===== src/rtl/aes_key_schedule_if.sv =====
// Key-load handshake, status and round-key read port of the AES-128 key schedule.
// The master side loads keys and reads round keys; the slave side is the schedule.
interface aes_key_schedule_if;
   logic         key_valid;
   logic         key_ready;
   logic [127:0] key_in;
   logic         busy;
   logic         done;
   logic         keys_valid;
   logic [3:0]   rk_idx;
   logic [127:0] rk_out;

   modport master (
      output key_valid, key_in, rk_idx,
      input  key_ready, busy, done, keys_valid, rk_out
   );

   modport slave (
      input  key_valid, key_in, rk_idx,
      output key_ready, busy, done, keys_valid, rk_out
   );
endinterface


===== src/rtl/aes_key_schedule.sv =====
// Sequential AES-128 key expansion: one ExpandKey step per clock, all 11 round
// keys kept in a register file behind a combinational read port.
module aes_key_schedule #(
   parameter int          NR      = 10,
   parameter logic [7:0]  RC_INIT = 8'h01
) (
   input  logic          clk,
   input  logic          rst,
   aes_key_schedule_if.slave ks
);

   localparam logic [2047:0] SBOX = {
      128'h637c777bf26b6fc53001672bfed7ab76, 128'hca82c97dfa5947f0add4a2af9ca472c0,
      128'hb7fd9326363ff7cc34a5e5f171d83115, 128'h04c723c31896059a071280e2eb27b275,
      128'h09832c1a1b6e5aa0523bd6b329e32f84, 128'h53d100ed20fcb15b6acbbe394a4c58cf,
      128'hd0efaafb434d338545f9027f503c9fa8, 128'h51a3408f929d38f5bcb6da2110fff3d2,
      128'hcd0c13ec5f974417c4a77e3d645d1973, 128'h60814fdc222a908846eeb814de5e0bdb,
      128'he0323a0a4906245cc2d3ac629195e479, 128'he7c8376d8dd54ea96c56f4ea657aae08,
      128'hba78252e1ca6b4c6e8dd741f4bbd8b8a, 128'h703eb5664803f60e613557b986c11d9e,
      128'he1f8981169d98e949b1e87e9ce5528df, 128'h8ca1890dbfe6426841992d0fb054bb16
   };

   typedef enum logic {IDLE, EXPAND} state_t;

   state_t       state, state_nxt;
   logic [3:0]   round;
   logic [7:0]   rc;
   logic [31:0]  w [4];
   logic [127:0] rk [NR+1];
   logic [31:0]  temp;
   logic [127:0] next_key;
   logic         accept, last_step, key_ready, busy;
   logic         done, keys_valid;

   // Entry b sits at bits [8*(255-b)+7 -: 8], i.e. top index {~b, 3'b111}.
   function automatic logic [7:0] sub_byte(input logic [7:0] b);
      logic [10:0] top;
      top = {~b, 3'b111};
      return SBOX[top -: 8];
   endfunction

   function automatic logic [31:0] sub_word(input logic [31:0] x);
      return {sub_byte(x[31:24]), sub_byte(x[23:16]), sub_byte(x[15:8]), sub_byte(x[7:0])};
   endfunction

   always_comb begin
      temp        = sub_word({w[3][23:0], w[3][31:24]}) ^ {rc, 24'h0};
      next_key[127:96] = w[0] ^ temp;
      next_key[95:64]  = w[1] ^ next_key[127:96];
      next_key[63:32]  = w[2] ^ next_key[95:64];
      next_key[31:0]   = w[3] ^ next_key[63:32];
   end

   always_ff @(posedge clk or posedge rst) begin
      if (rst) state <= IDLE;
      else     state <= state_nxt;
   end

   // NOTE: every output of a combinational block gets a default before the
   // case, so no path leaves a signal unassigned and no latch is inferred.
   always_comb begin
      state_nxt = state;
      key_ready = 1'b0;
      busy      = 1'b0;
      accept    = 1'b0;
      last_step = 1'b0;
      case (state)
         IDLE: begin
            key_ready = 1'b1;
            if (ks.key_valid) begin
               accept    = 1'b1;
               state_nxt = EXPAND;
            end
         end
         EXPAND: begin
            busy = 1'b1;
            if (round == 4'(NR)) begin
               last_step = 1'b1;
               state_nxt = IDLE;
            end
         end
         default: state_nxt = IDLE;
      endcase
   end

   // NOTE: the round-key file is reset along with the control state so that a
   // reset read-back is all zeros; sequential state uses non-blocking only.
   always_ff @(posedge clk or posedge rst) begin
      if (rst) begin
         round      <= '0;
         rc         <= '0;
         done       <= 1'b0;
         keys_valid <= 1'b0;
         for (int i = 0; i < 4; i++)    w[i]  <= '0;
         for (int i = 0; i <= NR; i++)  rk[i] <= '0;
      end else begin
         done <= last_step;
         if (accept) begin
            rk[0]      <= ks.key_in;
            w[0]       <= ks.key_in[127:96];
            w[1]       <= ks.key_in[95:64];
            w[2]       <= ks.key_in[63:32];
            w[3]       <= ks.key_in[31:0];
            round      <= 4'd1;
            rc         <= RC_INIT;
            keys_valid <= 1'b0;
         end else if (busy) begin
            rk[round] <= next_key;
            w[0]      <= next_key[127:96];
            w[1]      <= next_key[95:64];
            w[2]      <= next_key[63:32];
            w[3]      <= next_key[31:0];
            rc        <= {rc[6:0], 1'b0} ^ (rc[7] ? 8'h1B : 8'h00);
            // Hold at NR on the final step so the counter never leaves 0..10.
            if (last_step) keys_valid <= 1'b1;
            else           round      <= round + 4'd1;
         end
      end
   end

   always_comb begin
      ks.key_ready  = key_ready;
      ks.busy       = busy;
      ks.done       = done;
      ks.keys_valid = keys_valid;
      ks.rk_out     = '0;
      if (ks.rk_idx <= 4'(NR)) ks.rk_out = rk[ks.rk_idx];
   end

endmodule

===== src/flat_wrapper.sv =====
// flat-port wrapper written by rule: the top's interface ports become plain ports
module aes_key_schedule_flat 
#(
   parameter int          NR      = 10,
   parameter logic [7:0]  RC_INIT = 8'h01
)
  (clk, rst, ks_key_valid, ks_key_in, ks_rk_idx, ks_key_ready, ks_busy, ks_done, ks_keys_valid, ks_rk_out);
  aes_key_schedule_if ks_i ();
  input  logic clk;
  input  logic rst;
  input wire logic [$bits(ks_i.key_valid)-1:0] ks_key_valid;
  input wire logic [$bits(ks_i.key_in)-1:0] ks_key_in;
  input wire logic [$bits(ks_i.rk_idx)-1:0] ks_rk_idx;
  output wire logic [$bits(ks_i.key_ready)-1:0] ks_key_ready;
  output wire logic [$bits(ks_i.busy)-1:0] ks_busy;
  output wire logic [$bits(ks_i.done)-1:0] ks_done;
  output wire logic [$bits(ks_i.keys_valid)-1:0] ks_keys_valid;
  output wire logic [$bits(ks_i.rk_out)-1:0] ks_rk_out;
  assign ks_i.key_valid = ks_key_valid;
  assign ks_i.key_in = ks_key_in;
  assign ks_i.rk_idx = ks_rk_idx;
  assign ks_key_ready = ks_i.key_ready;
  assign ks_busy = ks_i.busy;
  assign ks_done = ks_i.done;
  assign ks_keys_valid = ks_i.keys_valid;
  assign ks_rk_out = ks_i.rk_out;
  aes_key_schedule #(.NR(NR), .RC_INIT(RC_INIT)) u_core (.clk(clk), .rst(rst), .ks(ks_i));
endmodule

===== config.mk =====
export PLATFORM = sky130hd
export DESIGN_NAME = aes_key_schedule_flat
export DESIGN_NICKNAME = d
export VERILOG_FILES = /design/src/rtl/aes_key_schedule_if.sv /design/src/rtl/aes_key_schedule.sv /design/src/flat_wrapper.sv
export SDC_FILE = /design/constraint.sdc
export NUM_CORES = 2
export LEC_CHECK = 0
export ABC_AREA = 1
export CAP_MARGIN = 20
export CELL_PAD_IN_SITES_DETAIL_PLACEMENT = 0
export CELL_PAD_IN_SITES_GLOBAL_PLACEMENT = 1
export CORE_MARGIN = 2
export CORE_UTILIZATION = 48
export CTS_CLUSTER_SIZE = 40
export DETAILED_ROUTE_END_ITERATION = 8
export DONT_BUFFER_PORTS = 1
export GPL_ROUTABILITY_DRIVEN = 0
export PLACE_DENSITY = 0.91
export SLEW_MARGIN = 20
export SYNTH_ARGS = -nofsm -noshare
export SYNTH_HDL_FRONTEND = slang
export SYNTH_SLANG_ARGS = --single-unit

===== constraint.sdc =====
create_clock -name clk -period 58.5 [get_ports clk]
set_input_delay 8.775 -clock clk [delete_from_list [all_inputs] [get_ports clk]]
set_output_delay 8.775 -clock clk [all_outputs]
set_load 0.01 [all_outputs]

==> flow_metrics.py <==
metrics = {
    "status": {
        "status": "complete, but fails checks",
        "violations": "design-rule violations",
    },
    "logic_synthesis": {
        "syn-num-nets": 11000,
        "synth_seq_cells": 1551,
        "yosys.area.top_type": "dfrtp_1",
        "netlist_area_sq_mm": 0.0831,
        "yosys.area.top_type_share_pct": 46.7,
        "syn_avg_cell_area_sq_um": 7.72,
        "synth_cell_type_count": 52,
        "ys_warn_count": 0,
        "synth-main-ff-cell": "dfrtp_1",
        "async_flop_share_pct": 100,
        "synth_edf_count": 0,
        "syn_inst": 10800,
        "ys_seq_area_share_pct": 46.7,
        "yosys-top-cells-area": "dfrtp_1 47%, nand2_1 13%, o21ai_0 10%",
    },
    "route": {
        "wirelength_um": 353000,
        "initialDrtViolationCount": 15500,
        "ant_nets": 0,
        "drt_pass1_iterations": 9,
        "vias": 83200,
        "drc": 146,
        "wl_per_cell_um": 28.0,
        "vias_per_cell": 6.59,
    },
    "cts": {
        "cts_max_level": 4,
        "cts_buffers": 168,
        "cts_tree": "yes",
        "postCtsSetupBuffers": 0,
        "clk_path_buf_depth": 3,
        "clk_latency_ns": 0.89,
        "clkSinkCount": 1551,
        "postCtsHoldBufs": 0,
        "ctsRootBufferMaster": "clkbuf_16",
        "clk_pin_slew_ns": 0.06,
        "cts_resized": 0,
    },
    "floorplan": {
        "fp.dieW_um": 420,
        "rows": 152,
        "ios": 267,
        "core_area_sq_mm": 0.172,
        "die_area_sq_mm": 0.177,
        "initial_core_util_pct": 48.4,
        "die_h_um": 420,
    },
    "cells_and_area": {
        "drive_above_1_share_pct": 6.23,
        "final_common_cell": "nand2_1",
        "final_util_pct": 51.6,
        "stdcell_count": 12600,
        "final_area_sq_mm": 0.0887,
        "mostFrequentLayoutCells": "2952 x nand2_1, 1682 x o21ai_0, 1546 x dfrtp_1",
        "nets": 10300,
        "syn_to_final_growth_pct": 6.64,
        "fill_cells": 16300,
    },
    "pwr": {
        "ir_drop_mv": 0.0539,
        "p_comb_share_pct": 55.2,
        "seqPwrFrac_pct": 28.4,
        "clkPwrFrac_pct": 16.3,
        "p_per_area_mw_per_mm2": 75.6,
        "power.internal_mw": 3.08,
        "leakagePower_nw": 41.1,
        "p_switching_mw": 3.62,
        "p_sw_share_pct": 54.0,
    },
    "timing": {
        "finalClockSkew_ns": 0.0676,
        "rsz0062_at_grt": "false",
        "setup_viol_count_final": 0,
        "min_period_ns": 21.26,
        "maxSlewHeadroom_pct": 17.6,
        "fin_crit_sh_pct": 36.3,
        "slew_viol_final": 0,
        "worst_slew_pin_slew_ns": 1.23,
        "finalHoldViolCount": 0,
        "setup_ws_ns": 37.24,
        "setup_tns_ns": 0,
        "clock.fmax_mhz": 47.0,
    },
    "worst_setup_path": {
        "endpoint_kind": "primary output",
        "critical_path_class": "primary input to primary output",
        "r2r_end": "u_core.rk[1286]$_DFFE_PP0P_",
        "crit_fanout": 300,
        "worstRegToRegCells": 18,
        "critPathRequiredTime_ns": 49.73,
        "r2r_start": "u_core.w[24]$_DFFE_PP0P_",
        "r2r_slack_ns": 51.59,
        "startpoint_type": "primary input",
        "arrival_ns": 12.48,
    },
    "placement": {
        "placed_area_sq_mm": 0.0829,
        "dp_slack_ns": 37.60,
        "hpwl_um": 216000,
        "io_buffers": 0,
        "place_inst": 12300,
    },
    "global_routing": {
        "grt_pass1_vias": 76500,
        "grt_max_degree": 301,
        "gr-total-overflow": 0,
        "grt_pass1_wl_um": 518000,
        "grt.total_usage_pct": 39.3,
        "antenna_found_initial": 50,
    },
    "hold_path": {
        "min_to": "u_core.rk[650]$_DFFE_PP0P_",
        "holdPathStages": 2,
        "hp-start": "u_core.rk[650]$_DFFE_PP0P_",
        "min_path_type": "flop to flop",
    },
    "flow_run": {
        "max_cap_violations": 0,
    },
}
==> how the worst max path moves through the flow <==
stage	from	to	slack, ns	depth (start not counted)
after floorplan	rst	u_core.ks.done$_DFF_PP0_	5.97	1
after CTS	ks_rk_idx[1]	ks_rk_out[103]	37.60	7
final	ks_rk_idx[0]	ks_rk_out[76]	37.24	5
after detailed placement	ks_rk_idx[1]	ks_rk_out[65]	37.60	7
after global placement	ks_rk_idx[0]	ks_rk_out[42]	37.56	5
after global routing	ks_rk_idx[0]	ks_rk_out[30]	37.31	7
==> routing by layer <==
| metal | routed length (um) | GRT usage [%] | vias to the layer above |
|---|---|---|---|
| met4 | 31900 | 29.2 | 28 |
| met1 | 125000 | 49.6 | 39700 |
| met3 | 53800 | 15.6 | 1571 |
| li1 | - | - | 35400 |
| met2 | 142000 | 54.1 | 6563 |
| met5 | 216 | 0 | - |
==> stage by stage <==
stage	hold WS (ns)	power [mW]
finish	0.475	6.70
global route	0.491	7.00
CTS	0.476	6.44
detailed placement	0.461	5.34
global placement	0.457	5.27
floorplan	0.444	4.22
==> cell usage after synthesis, types with 5 or more instances <==
cell	instances
nand4_1	47
a31oi_1	92
ha_1	60
buf_6	52
nor2_4	5
inv_1	456
clkbuf_1	630
buf_1	37
nand2_1	2953
a32o_1	128
buf_4	72
nand3b_1	12
nand2_2	103
nor2_1	494
o21ai_0	1682
a221oi_1	138
o221ai_1	62
buf_2	117
o21ai_1	74
nand3_2	35
inv_2	31
o211ai_1	184
nand2_4	8
xor2_1	7
o22ai_1	20
a21oi_2	5
clkinv_1	7
a21oi_1	182
a22oi_1	50
nand3_4	6
o2111ai_1	47
nand3_1	1363
nor3_1	5
nor2_2	15
dfrtp_1	1551
inv_4	6
==> cell families (layout without fill, tap and decap cells) <==
logic type / after synthesis / after routing / share of synthesized area (%)
xor+xnor: 9 / 9 / 0.0948
simple gates: 5055 / 5055 / 26.0
compound gates: 2674 / 2674 / 18.9
fa+ha+maj: 60 / 60 / 0.903
flops: 1551 / 1551 / 46.7
other cells: 0 / 44 / 0
buf+inv: 1415 / 919 / 7.42
==> critical path: stages <==
cell     delay [ns]
nand2_1        0.51
inv_8          0.34
nor3_4         0.78
buf_4          0.94
a32o_1         0.75
==> layout make-up <==
class                      instances  area (sq um)  share of cell area (%)
antenna                           44           110                   0.124
multi-input combinational       7798         38300                    43.2
clock inverter                    57           673                   0.759
clock buffer                     245          4930                    5.56
sequential                      1551         38800                    43.8
tap                             2310          2890                    3.26
timing repair buffer             116           950                    1.07
inverter                         501          2010                    2.27
==> power groups by stage <==
stage               registers (mW)  clock network [mW]  logic, mW
detailed placement            1.89                   0       3.44
global placement              1.88                   0       3.39
floorplan                     1.82                   0       2.40
global route                  1.94                1.14       3.91
finish                        1.90                1.10       3.70
CTS                           1.88                1.10       3.46
==> flip-flops by register name, summed over array words and instances (netlist names) <==
register	cells
u_core.ks.done	1
u_core.round	4
u_core.ks.keys_valid	1
u_core.w	128
u_core.rc	8
u_core.rk	1408
u_core.state	1
No activity file was read; power rests on OpenSTA's default activity.
